### src/rtl/rr_arb_pkg.sv
// Shared types and helpers for the round-robin grant arbiter.
package rr_arb_pkg;

  typedef enum logic {IDLE = 1'b0, GRANT = 1'b1} state_t;

  localparam int N_DEF        = 3;
  localparam int MAX_HOLD_DEF = 4;
  localparam int N_MAX        = 8;

  // Wide one-hot; callers narrow the result to their own N with a sized cast.
  function automatic logic [N_MAX-1:0] onehot(input logic [2:0] idx, input int n);
    logic [N_MAX-1:0] v;
    int               i;
    v = '0;
    i = int'(idx);
    if (i < n) v[idx] = 1'b1;
    return v;
  endfunction

endpackage

### src/rtl/rr_arb_pick.sv
// Wrap-around priority search: first set req bit strictly after ptr, modulo N.
module rr_pick #(
  parameter int N  = 3,
  parameter int PW = (N > 1) ? $clog2(N) : 1
) (
  input  logic [N-1:0]  req,
  input  logic [PW-1:0] ptr,
  input  logic          mask_owner,
  output logic          found,
  output logic [PW-1:0] idx
);

  // Walk from the farthest position back to ptr+1 so the nearest hit wins.
  // Position k==N is ptr itself, which mask_owner removes from the search.
  always_comb begin
    int p;
    found = 1'b0;
    idx   = '0;
    p     = 0;
    for (int k = N; k >= 1; k--) begin
      p = 32'(ptr) + k;
      if (p >= N) p = p - N;
      if (req[PW'(p)] && !(mask_owner && (k == N))) begin
        found = 1'b1;
        idx   = PW'(p);
      end
    end
  end

endmodule

### src/rtl/rr_grant_arbiter.sv
// Round-robin arbiter producing a registered one-hot grant with bounded hold time.
module rr_grant_arbiter
  import rr_arb_pkg::*;
#(
  parameter int N        = N_DEF,
  parameter int MAX_HOLD = MAX_HOLD_DEF
) (
  input  logic         clk,
  input  logic         rst_n,
  input  logic [N-1:0] req,
  output logic [N-1:0] grant,
  output logic         busy,
  output logic         timeout
);

  localparam int PW = (N > 1) ? $clog2(N) : 1;
  localparam int HW = $clog2(MAX_HOLD + 1);
  localparam logic [HW-1:0] HOLD_LAST = HW'(MAX_HOLD - 1);
  localparam logic [PW-1:0] PTR_RST   = PW'(N - 1);

  state_t        state;
  logic [PW-1:0] ptr;
  logic [HW-1:0] hold_cnt;
  logic          found;
  logic [PW-1:0] pick_idx;
  logic [N-1:0]  pick_oh;

  // While granting, the owner is excluded so expiry hands off to someone else
  // if anyone is waiting; on release its req is already low anyway.
  rr_pick #(.N(N), .PW(PW)) u_pick (
    .req        (req),
    .ptr        (ptr),
    .mask_owner (state == GRANT),
    .found      (found),
    .idx        (pick_idx)
  );

  assign pick_oh = N'(onehot(3'(pick_idx), N));

  always_ff @(posedge clk or negedge rst_n) begin
    if (!rst_n) begin
      state    <= IDLE;
      ptr      <= PTR_RST;
      hold_cnt <= '0;
      grant    <= '0;
      busy     <= 1'b0;
      timeout  <= 1'b0;
    end else begin
      timeout <= 1'b0;
      case (state)
        IDLE: begin
          if (found) begin
            grant    <= pick_oh;
            busy     <= 1'b1;
            ptr      <= pick_idx;
            hold_cnt <= '0;
            state    <= GRANT;
          end else begin
            grant <= '0;
            busy  <= 1'b0;
          end
        end
        GRANT: begin
          if (!req[ptr]) begin
            hold_cnt <= '0;
            if (found) begin
              grant <= pick_oh;
              busy  <= 1'b1;
              ptr   <= pick_idx;
            end else begin
              grant <= '0;
              busy  <= 1'b0;
              state <= IDLE;
            end
          end else if (hold_cnt < HOLD_LAST) begin
            hold_cnt <= hold_cnt + 1'b1;
          end else begin
            // Expiry: hand off if someone waits, otherwise restart the owner's window.
            timeout  <= 1'b1;
            hold_cnt <= '0;
            if (found) begin
              grant <= pick_oh;
              ptr   <= pick_idx;
            end
          end
        end
        default: begin
          state <= IDLE;
          grant <= '0;
          busy  <= 1'b0;
        end
      endcase
    end
  end

endmodule
### config.mk
export PLATFORM = sky130hd
export DESIGN_NAME = rr_grant_arbiter
export DESIGN_NICKNAME = d
export VERILOG_FILES = /design/src/rtl/rr_arb_pkg.sv /design/src/rtl/rr_arb_pick.sv /design/src/rtl/rr_grant_arbiter.sv
export SDC_FILE = /design/constraint.sdc
export NUM_CORES = 1
export LEC_CHECK = 0
export CORE_UTILIZATION = 51
export CTS_BUF_LIST = sky130_fd_sc_hd__clkbuf_16
export DETAILED_ROUTE_END_ITERATION = 16
export PLACE_DENSITY = 0.76
export SLEW_MARGIN = 20
export SYNTH_ARGS = -nofsm -noshare
export SYNTH_HDL_FRONTEND = slang
export SYNTH_SLANG_ARGS = --single-unit
### constraint.sdc
create_clock -name clk -period 2.85 [get_ports clk]
set_input_delay 0.4275 -clock clk [delete_from_list [all_inputs] [get_ports clk]]
set_output_delay 0.4275 -clock clk [all_outputs]
set_load 0.01 [all_outputs]
==> results of run 1 <==
==> cells in the mapped netlist, types with 2 or more instances <==
| master | instances |
|---|---|
| ha_1 | 4 |
| inv_1 | 5 |
| nand2_1 | 8 |
| dfrtp_1 | 10 |
| nor3_1 | 3 |
| a21o_1 | 2 |
| nor2_1 | 5 |
| nor2b_1 | 2 |
| a21oi_1 | 3 |
| a22o_1 | 3 |
| o21ai_0 | 6 |
| nand2b_1 | 4 |
==> state kept, by name, summed over array words and instances (netlist names) <==
register / flops
hold_cnt: 3
timeout: 1
busy: 1
state: 1
grant: 3
ptr: 2
==> worst max path at each step <==
| stage | start | to | slack [ns] | depth (start not counted) |
|---|---|---|---|---|
| 2_1_floorplan | ptr[1] | grant[0] | 0.79 | 8 |
| 3_3_place_gp | req[0] | grant[0] | 0.64 | 6 |
| 3_5_place_dp | ptr[1] | grant[0] | 0.62 | 7 |
| 4_1_cts | ptr[1] | grant[0] | 0.57 | 7 |
| 5_1_grt | ptr[1] | grant[0] | 0.47 | 7 |
| 6_report | ptr[1] | grant[0] | 0.57 | 7 |
==> final cells by class <==
class,instances,area share
multi-input cells,56,0.443
clock buffers,3,0.0868
inverters,5,0.0217
clock inverters,1,0.00434
flip-flops and latches,11,0.320
repair buffers,9,0.104
well taps,14,0.0203
==> kinds of logic (layout without fill, tap and decap cells) <==
logic type               count (synthesis)  in the layout  share of synthesized area
adder cells (fa/ha/maj)                  4              4                     0.0730
AO/OA/AOI/OAI                           24             24                      0.261
AND/OR/NAND/NOR                         28             28                      0.224
flip-flops                              11             11                      0.403
buffers and inverters                    6             18                     0.0383
==> layer usage <==
layer  vias to the layer above  track usage  part of all wire  wire length, um
li1                        294            -                 -                -
met1                       305        0.320              0.40              695
met2                        20        0.496              0.55              956
met3                         4       0.0405             0.032               55
met4                         0        0.147            0.0087               15
met5                         -            0                 0                0
==> worst max-delay path: stages (launching register included) <==
cell,delay (ns)
dfstp_2,0.56
inv_1,0.07
ha_1,0.43
nand2b_1,0.11
or4b_4,0.54
a21oi_4,0.17
nor3_1,0.08
a22o_1,0.20
==> metrics by stage <==
step | instances | utilization | setup WS (ns) | instance area, um2 | hold slack (ns)
floorplan | 73 | - | 0.795 | 686 | 0.132
global placement | 95 | 0.671 | 0.635 | 786 | 0.473
detailed placement | 95 | 0.671 | 0.619 | 786 | 0.485
CTS | 99 | 0.738 | 0.572 | 865 | 0.505
global route | 99 | 0.738 | 0.472 | 865 | 0.517
finish | 99 | 0.738 | 0.574 | 865 | 0.506
==> report_power, final <==
part	internal [uW]	switching, uW	total [uW]
logic	211	288	499
registers	217	54.5	272
clock network	184	63.5	247
==> qor.txt, run 1 <==
Outcome -> completed
RSZ-0062 raised after global routing -> no
Most common cell after layout, fill and taps aside -> dfrtp_1
Area contributors post-synth -> dfrtp_1, ha_1, o21ai_0, nand2_1, dfstp_2
Cells after Synth -> 73
Critical setup path kind -> reg -> reg
CTS tree -> yes
Synth Cell Area -> 686 um2
CTS Buffer Depth -> 2
Row count -> 12
Arr. time, crit path -> 2.40 ns
Required time worst endpoint -> 2.97 ns
Die area -> 1490 um2
Syn. warnings -> 0
Crit path max fanout -> 10
Pwr Density -> 1180 nW/um2
DR DRC count -> 0
Die height -> 38.7 um
First-pass GRT wire length -> 2770 um
Vias -> 623
Cell taking the most area after synthesis -> dfrtp_1
Hold path cells -> 1
Area share of the largest cell type after synthesis -> 0.365
Register Area -> 277 um2
Final hold vios -> 0
Setup crit end kind -> flop
Post-DP HPWL -> 1150 um
Mapped Avg Cell Area -> 9.39 um2
Number of I/O pins -> 10
CTS Root Buffer Type -> clkbuf_16
Startpoint types -> flop
Core area -> 1170 um2
Reg2reg end -> grant[0]
DRT antenna net count -> 0
FF-to-FF setup slack -> 0.57 ns
Port buffer count -> 9
Synthesis-stage register bit count -> 11
Antenna diodes -> 0
Reg2reg start -> ptr[1]
CTS buffer count -> 3
Final worst-path cycle share -> 0.799
Initial core utilization -> 0.585
CTS resizes -> 0
Filler instances -> 87
Vias in the first global route -> 634
Via/cell ratio -> 6.29
Mapped Nets -> 82
Final setup violation count -> 0
Main synth FF type -> dfrtp_1
Number of synthesized flops with an enable pin -> 0
Total gr overflow -> 0
Pin count of the biggest net entering global routing -> 12
Slew at the pin with the worst max-slew slack -> 0.526 ns
Async S/R FF share, synth -> 1.00
Initial antenna violation count -> 0
CTS Hold Buffers Added -> 0
Synth cell types -> 30
Worst R2R Path Depth -> 7
Clk_skew -> 0.00179 ns
Max-slew violations -> 0
Slew headroom -> 0.649
GP Congestion -> 0.810
H-Tree Depth -> 1
Commonest non-fill, non-tap cells in the layout -> dfrtp_1, clkdlybuf4s50_1, nand2_1
Hold Startpoint -> grant[0]
Final WL -> 1720 um
Worst VDD drop -> 827 uV
Minimum clock period -> 2.28 ns
Max-Cap Viols -> 0
Setup_tns -> 0 ns
Hold WC Path Type -> reg -> reg
Multi-input combinational cell area -> 383 um2
Clock Sinks -> 11
Gr usage total -> 0.280
Wirelength per Cell -> 17.4 um
Die width -> 38.7 um
P_leak -> 0.000384 uW
Total power -> 1020 uW
Post-synthesis sequential area ratio -> 0.403
Hold path endpoint -> grant[0]
Clock latency on the worst-skew pair -> 0.23 ns
# nets final -> 95
Share of layout cells above drive strength 1 -> 0.0706
Iter 0 DRT Violations -> 20
Layout area overhead -> 26.1%
Worst-path clk slew -> 0.04 ns
Fmax -> 0.439 GHz
Post-CTS Setup Bufs -> 0
Detailed Routing Iterations Pass 1 -> 4
(Power assumes the default switching activity.)
==> run 2, diff against run 1 <==
Clock period 2.85 ns to 2.3 ns, I/O delays scaled along.
==> run 2 against run 1 <==
Sequential power grew 21%. Register-to-register slack lost 0.43 ns. Hold slack lost 0.060 ns. Clock-buffer cell count is the same. Clock power grew 24%. Worst setup slack lost 0.43 ns. Combinational power grew 21%. Die area is the same. Sequential share of layout area shrank 0.28 points. Clock skew grew 0.0023 ns. Largest cell class unchanged. Largest power group unchanged. Highest routed layer unchanged.
==> qor.txt, run 2 (same netlist as run 1, synthesis figures left out) <==
Final hold vios -> 0 (unchanged)
Met1 WL -> 688 um (-1.0%)
Final setup violation count -> 0 (unchanged)
Slew headroom -> 0.666 (+0.0165)
Worst path bufs/invs -> 1 (unchanged)
Combinational group share of total power -> 0.488 (-0.002)
Clock latency on the worst-skew pair -> 0.24 ns (about the same)
Sequential share of power -> 0.265 (-0.002)
Max-slew violations -> 0 (unchanged)
First-pass GRT wire length -> 2300 um (-17%)
Critical path launch point -> ptr[1]
Antenna diodes -> 0 (unchanged)
Post-CTS Setup Bufs -> 0 (unchanged)
Row count -> 12 (unchanged)
Vias in the first global route -> 552 (-13%)
Clk_skew -> 0.00413 ns (+0.00234 ns)
Fmax -> 0.465 GHz (+5.8%)
Critical setup path kind -> reg -> reg
GP Congestion -> 0.816 (+0.68%)
Crit-path leading delay family -> simple AND/OR/NAND/NOR gates
Reg2reg end -> grant[0]
CTS tree -> yes
Required time worst endpoint -> 2.41 ns (-0.56 ns)
Core area -> 1170 um2 (unchanged)
# nets final -> 96 (+1.1%)
Post-DP HPWL -> 1050 um (-9.0%)
Minimum clock period -> 2.15 ns (-0.125 ns)
Met2 routed WL -> 678 um (-29%)
Crit path max fanout -> 7 (-3)
Clk pwr share -> 0.248 (+0.005)
Final worst-path cycle share -> 0.935 (+0.137)
Largest regs -> grant (3), hold_cnt (3), ptr (2)
Layout area overhead -> 27.2%
Startpoint types -> flop
H-Tree Depth -> 1 (unchanged)
Iter 0 DRT Violations -> 8 (-60%)
Vias -> 579 (-7.1%)
CTS Buffer Depth -> 2 (unchanged)
CTS Root Buffer Type -> clkbuf_16
Cell-by-cell listing of the critical path -> inv_1, ha_1, a21boi_0, and4b_1, nor3_1, nor2_1, a22o_1
P_leak -> 0.000389 uW (+1.3%)
Gr usage total -> 0.237 (-0.0426)
Max-Cap Viols -> 0 (unchanged)
Setup_tns -> 0 ns (unchanged)
Wirelength per Cell -> 14.1 um (-19%)
Most common cell after layout, fill and taps aside -> dfrtp_1
Filler instances -> 81 (-6.9%)
Slew at the pin with the worst max-slew slack -> 0.500 ns (-0.0263 ns)
Number of I/O pins -> 10 (unchanged)
CTS Hold Buffers Added -> 0 (unchanged)
DRT antenna net count -> 0 (unchanged)
Worst VDD drop -> 944 uV (+14%)
Pin count of the biggest net entering global routing -> 12 (unchanged)
RSZ-0062 raised after global routing -> no
Worst R2R Path Depth -> 7 (unchanged)
Die height -> 38.7 um (unchanged)
Slowest CP cell -> dfstp_2
CTS buffer count -> 3 (unchanged)
DR top layer -> met4
Commonest non-fill, non-tap cells in the layout -> dfrtp_1, clkdlybuf4s50_1, nand2_1
Setup crit end kind -> flop
Detailed Routing Iterations Pass 1 -> 4 (unchanged)
Arr. time, crit path -> 2.26 ns (-0.14 ns)
Pwr Density -> 1420 nW/um2 (+21%)
Initial antenna violation count -> 0 (unchanged)
Hold WC Path Type -> in -> async
Clock Sinks -> 11 (unchanged)
Layout Cells excl Fill -> 100 (+1.0%)
Via/cell ratio -> 5.79 (-8.0%)
Worst-path clk slew -> 0.04 ns (about the same)
DR WL met3 -> 25 um (-55%)
Initial core utilization -> 0.585 (unchanged)
Final WL -> 1410 um (-18%)
Internal power -> 772 uW (+26%)
Outcome -> completed
Placed Cells -> 96 (+1.1%)
Die area -> 1490 um2 (unchanged)
DR DRC count -> 0 (unchanged)
Total gr overflow -> 0 (unchanged)
Reg2reg start -> ptr[1]
Sw frac -> 0.378 (-0.0214)
Port buffer count -> 9 (unchanged)
FF-to-FF setup slack -> 0.15 ns (-0.43 ns)
CTS resizes -> 0 (unchanged)
Die width -> 38.7 um (unchanged)
CP peak stage delay -> 0.55 ns (about the same)
Share of layout cells above drive strength 1 -> 0.0814 (+0.0108)
Sw power -> 468 uW (+15%)
run 2: cell count changes in the layout (fill, tap and decap cells not counted):
| cell | previous run | this run |
|---|---|---|
| buf_4 | 0 | 1 |
run 2: cell type report:
type	instances	area, um2	area share
inverters	5	18.8	0.0215
flip-flops and latches	11	277	0.317
repair buffers	10	97.6	0.112
clock buffers	3	75.1	0.0861
multi-input cells	56	383	0.439
clock inverters	1	3.75	0.00430
well taps	14	17.5	0.0201
run 2: worst max-delay path by stage:
| stage | endpoint | slack [ns] | cells after the start |
|---|---|---|---|
| detailed placement | grant[0] | 0.17 | 7 |
| floorplan | grant[0] | 0.24 | 8 |
| CTS | grant[0] | 0.16 | 7 |
| global placement | grant[0] | 0.16 | 6 |
| global route | grant[0] | 0.06 | 7 |
| finish | grant[0] | 0.15 | 7 |
run 2: worst register-to-register path, stage by stage (launching register included):
cell and delay (ns):
dfstp_2 0.55, inv_1 0.06, ha_1 0.25, a21boi_0 0.29
and4b_1 0.26, nor3_1 0.26, nor2_1 0.10, a22o_1 0.25
run 2: power by group through the flow:
| stage | combinational [uW] | sequential (uW) | clock (uW) |
|---|---|---|---|
| floorplan | 420 | 332 | 0 |
| global placement | 597 | 326 | 0 |
| detailed placement | 599 | 328 | 0 |
| CTS | 604 | 328 | 312 |
| global route | 662 | 337 | 326 |
| finish | 605 | 328 | 307 |
run 2: layer usage:
metal,vias to the layer above,GRT usage
li1,298,-
met4,0,0.181
met5,-,0
met3,2,0.0520
met2,7,0.346
met1,272,0.301
run 2: metrics by stage:
stage	power (uW)	util	hold slack (ns)	instance area (um2)	setup slack [ns]
2_1_floorplan	752	-	0.0494	686	0.245
3_3_place_gp	923	0.677	0.473	793	0.157
6_report	1240	0.745	0.447	872	0.149
3_5_place_dp	928	0.677	0.482	793	0.169
5_1_grt	1330	0.745	0.491	872	0.0581
4_1_cts	1240	0.745	0.451	872	0.156
==> run 3, diff against run 2 <==
Settings changed: CTS_BUF_LIST sky130_fd_sc_hd__clkbuf_16 to default, GPL_TIMING_DRIVEN from default to 0, RECOVER_POWER from default to 50.
==> run 3 against run 2 <==
Critical path depth rose by 1. Highest routed layer unchanged. Combinational power barely moved. Global-route usage is 0.58 points lower. Largest cell class unchanged. Wire length down 5.1%.
==> qor.txt, run 3 (same netlist as run 1, synthesis figures left out) <==
Reg2reg start -> ptr[1]
Clock latency on the worst-skew pair -> 0.26 ns (+0.02 ns)
Minimum clock period -> 2.18 ns (+0.0300 ns)
Startpoint types -> flop
# nets final -> 97 (+1.0%)
Detailed Routing Iterations Pass 1 -> 4 (unchanged)
Row count -> 12 (unchanged)
Total gr overflow -> 0 (unchanged)
FF-to-FF setup slack -> 0.12 ns (-0.03 ns)
Pwr Density -> 1270 nW/um2 (-11%)
Most common cell after layout, fill and taps aside -> dfrtp_1
Final setup violation count -> 0 (unchanged)
Slew at the pin with the worst max-slew slack -> 0.468 ns (-0.0311 ns)
H-Tree Depth -> 1 (unchanged)
Setup_tns -> 0 ns (unchanged)
RSZ-0062 raised after global routing -> no
Smallest hold slack -> 0.471 ns (+0.0244 ns)
Number of I/O pins -> 10 (unchanged)
Pin count of the biggest net entering global routing -> 12 (unchanged)
Iter 0 DRT Violations -> 12 (+4)
Die width -> 38.7 um (unchanged)
Max-slew violations -> 0 (unchanged)
Core area -> 1170 um2 (unchanged)
Worst VDD drop -> 720 uV (-24%)
DR DRC count -> 0 (unchanged)
Hold WC Path Type -> in -> async
Post-DP HPWL -> 1020 um (-2.7%)
Initial core utilization -> 0.585 (unchanged)
Setup crit end kind -> flop
Die area -> 1490 um2 (unchanged)
Initial antenna violation count -> 0 (unchanged)
Share of layout cells above drive strength 1 -> 0.0920 (+0.0106)
CP peak stage delay -> 0.53 ns (-0.02 ns)
CTS Buffer Depth -> 2 (unchanged)
Vias in the first global route -> 558 (+1.1%)
Clock Sinks -> 11 (unchanged)
Max-Cap Viols -> 0 (unchanged)
Via/cell ratio -> 5.87 (+1.4%)
First-pass GRT wire length -> 2300 um (unchanged)
Worst R2R Path Depth -> 8 (+1)
Antenna diodes -> 0 (unchanged)
Worst-path clk slew -> 0.06 ns (+0.02 ns)
Vias -> 593 (+2.4%)
CTS tree -> yes
Arr. time, crit path -> 2.33 ns (+0.07 ns)
CTS Hold Buffers Added -> 0 (unchanged)
GP Congestion -> 0.771 (-5.5%)
Crit path max fanout -> 10 (+3)
Outcome -> completed
Port buffer count -> 9 (unchanged)
CTS buffer count -> 3 (unchanged)
Required time worst endpoint -> 2.45 ns (+0.04 ns)
DRT antenna net count -> 0 (unchanged)
P_leak -> 0.000372 uW (-4.4%)
Gr usage total -> 0.231 (-0.00583)
Cell-by-cell listing of the critical path -> inv_1, ha_1, buf_4, nand2b_1, or4b_4, a21oi_4, nor3_1, a22o_1
Largest regs -> grant (3), hold_cnt (3), ptr (2)
Filler instances -> 95 (+17%)
Fmax -> 0.458 GHz (-1.4%)
Final hold vios -> 0 (unchanged)
Layout area overhead -> 20.6%
Wirelength per Cell -> 13.3 um (-6.0%)
Final worst-path cycle share -> 0.948 (+0.0131)
Commonest non-fill, non-tap cells in the layout -> dfrtp_1, nand2_1, clkdlybuf4s50_1
CTS Root Buffer Type -> clkbuf_4
Die height -> 38.7 um (unchanged)
Clk_skew -> 0.000219 ns (-0.00391 ns)
Slew headroom -> 0.687 (+0.0208)
Critical setup path kind -> reg -> reg
Slowest CP cell -> dfstp_2
Final WL -> 1340 um (-5.1%)
Reg2reg end -> grant[0]
[run 3: changes by cell type in the layout (fill, tap and decap cells not counted), moves of 3 or more]
cell and delta:
clkbuf_4 +3, clkdlybuf4s50_1 -3, dlygate4sd3_1 +3, clkbuf_16 -3
[run 3: where the power goes]
group / leakage [uW] / total [uW] / internal [uW] / switching (uW)
combinational: 0.000221 / 606 / 275 / 331
sequential: 0.000136 / 320 / 267 / 52.3
clock: 0.0000150 / 125 / 67.1 / 57.9
total: 0.000372 / 1050 / 609 / 441
[run 3: layout make-up]
cell class	instances	area (um2)	share of cell area
Buffer	1	7.51	0.00908
Clock buffer	4	26.3	0.0318
Inverter	5	18.8	0.0227
Multi-Input combinational cell	56	383	0.463
Sequential cell	11	277	0.334
Tap cell	14	17.5	0.0212
Timing Repair Buffer	10	97.6	0.118
[run 3: per-stage QoR]
stage               total power, uW   util  worst slack, ns  area [um2]  instances
global route                   1150  0.706           0.0343         827        101
global placement                909  0.677            0.122         793         96
finish                         1050  0.706            0.119         827        101
floorplan                       752      -            0.245         686         73
CTS                            1060  0.700           0.0823         820        100
detailed placement              923  0.677           0.0968         793         96
[run 3: critical path: cells and delay by family (launching register included)]
family,cells,cell delay (ns)
adders and majority gates,1,0.26
buffers and inverters,2,0.20
and+or+nand+nor,3,0.68
DFF,1,0.53
AOI/OAI and AO/OA,2,0.40
[run 3: worst max-delay path by stage]
stage                      start       end  cells past startpoint
final                     ptr[1]  grant[0]                      8
after global routing      ptr[1]  grant[0]                      8
after CTS                 ptr[1]  grant[2]                      8
after detailed placement  ptr[1]  grant[2]                      8
after global placement    ptr[1]  grant[0]                      8
after floorplan           ptr[1]  grant[0]                      8
[run 3: metal layers]
| layer | share of wire | GRT usage |
|---|---|---|
| met4 | 0.010 | 0.129 |
| met5 | 0 | 0 |
| met2 | 0.47 | 0.358 |
| met3 | 0.034 | 0.0347 |
| met1 | 0.49 | 0.306 |
[run 3: what timing repair did]
action	4_1_cts	5_1_grt
resized for setup	0	1
setup endpoints to repair	0	2
buffers inserted	0	1
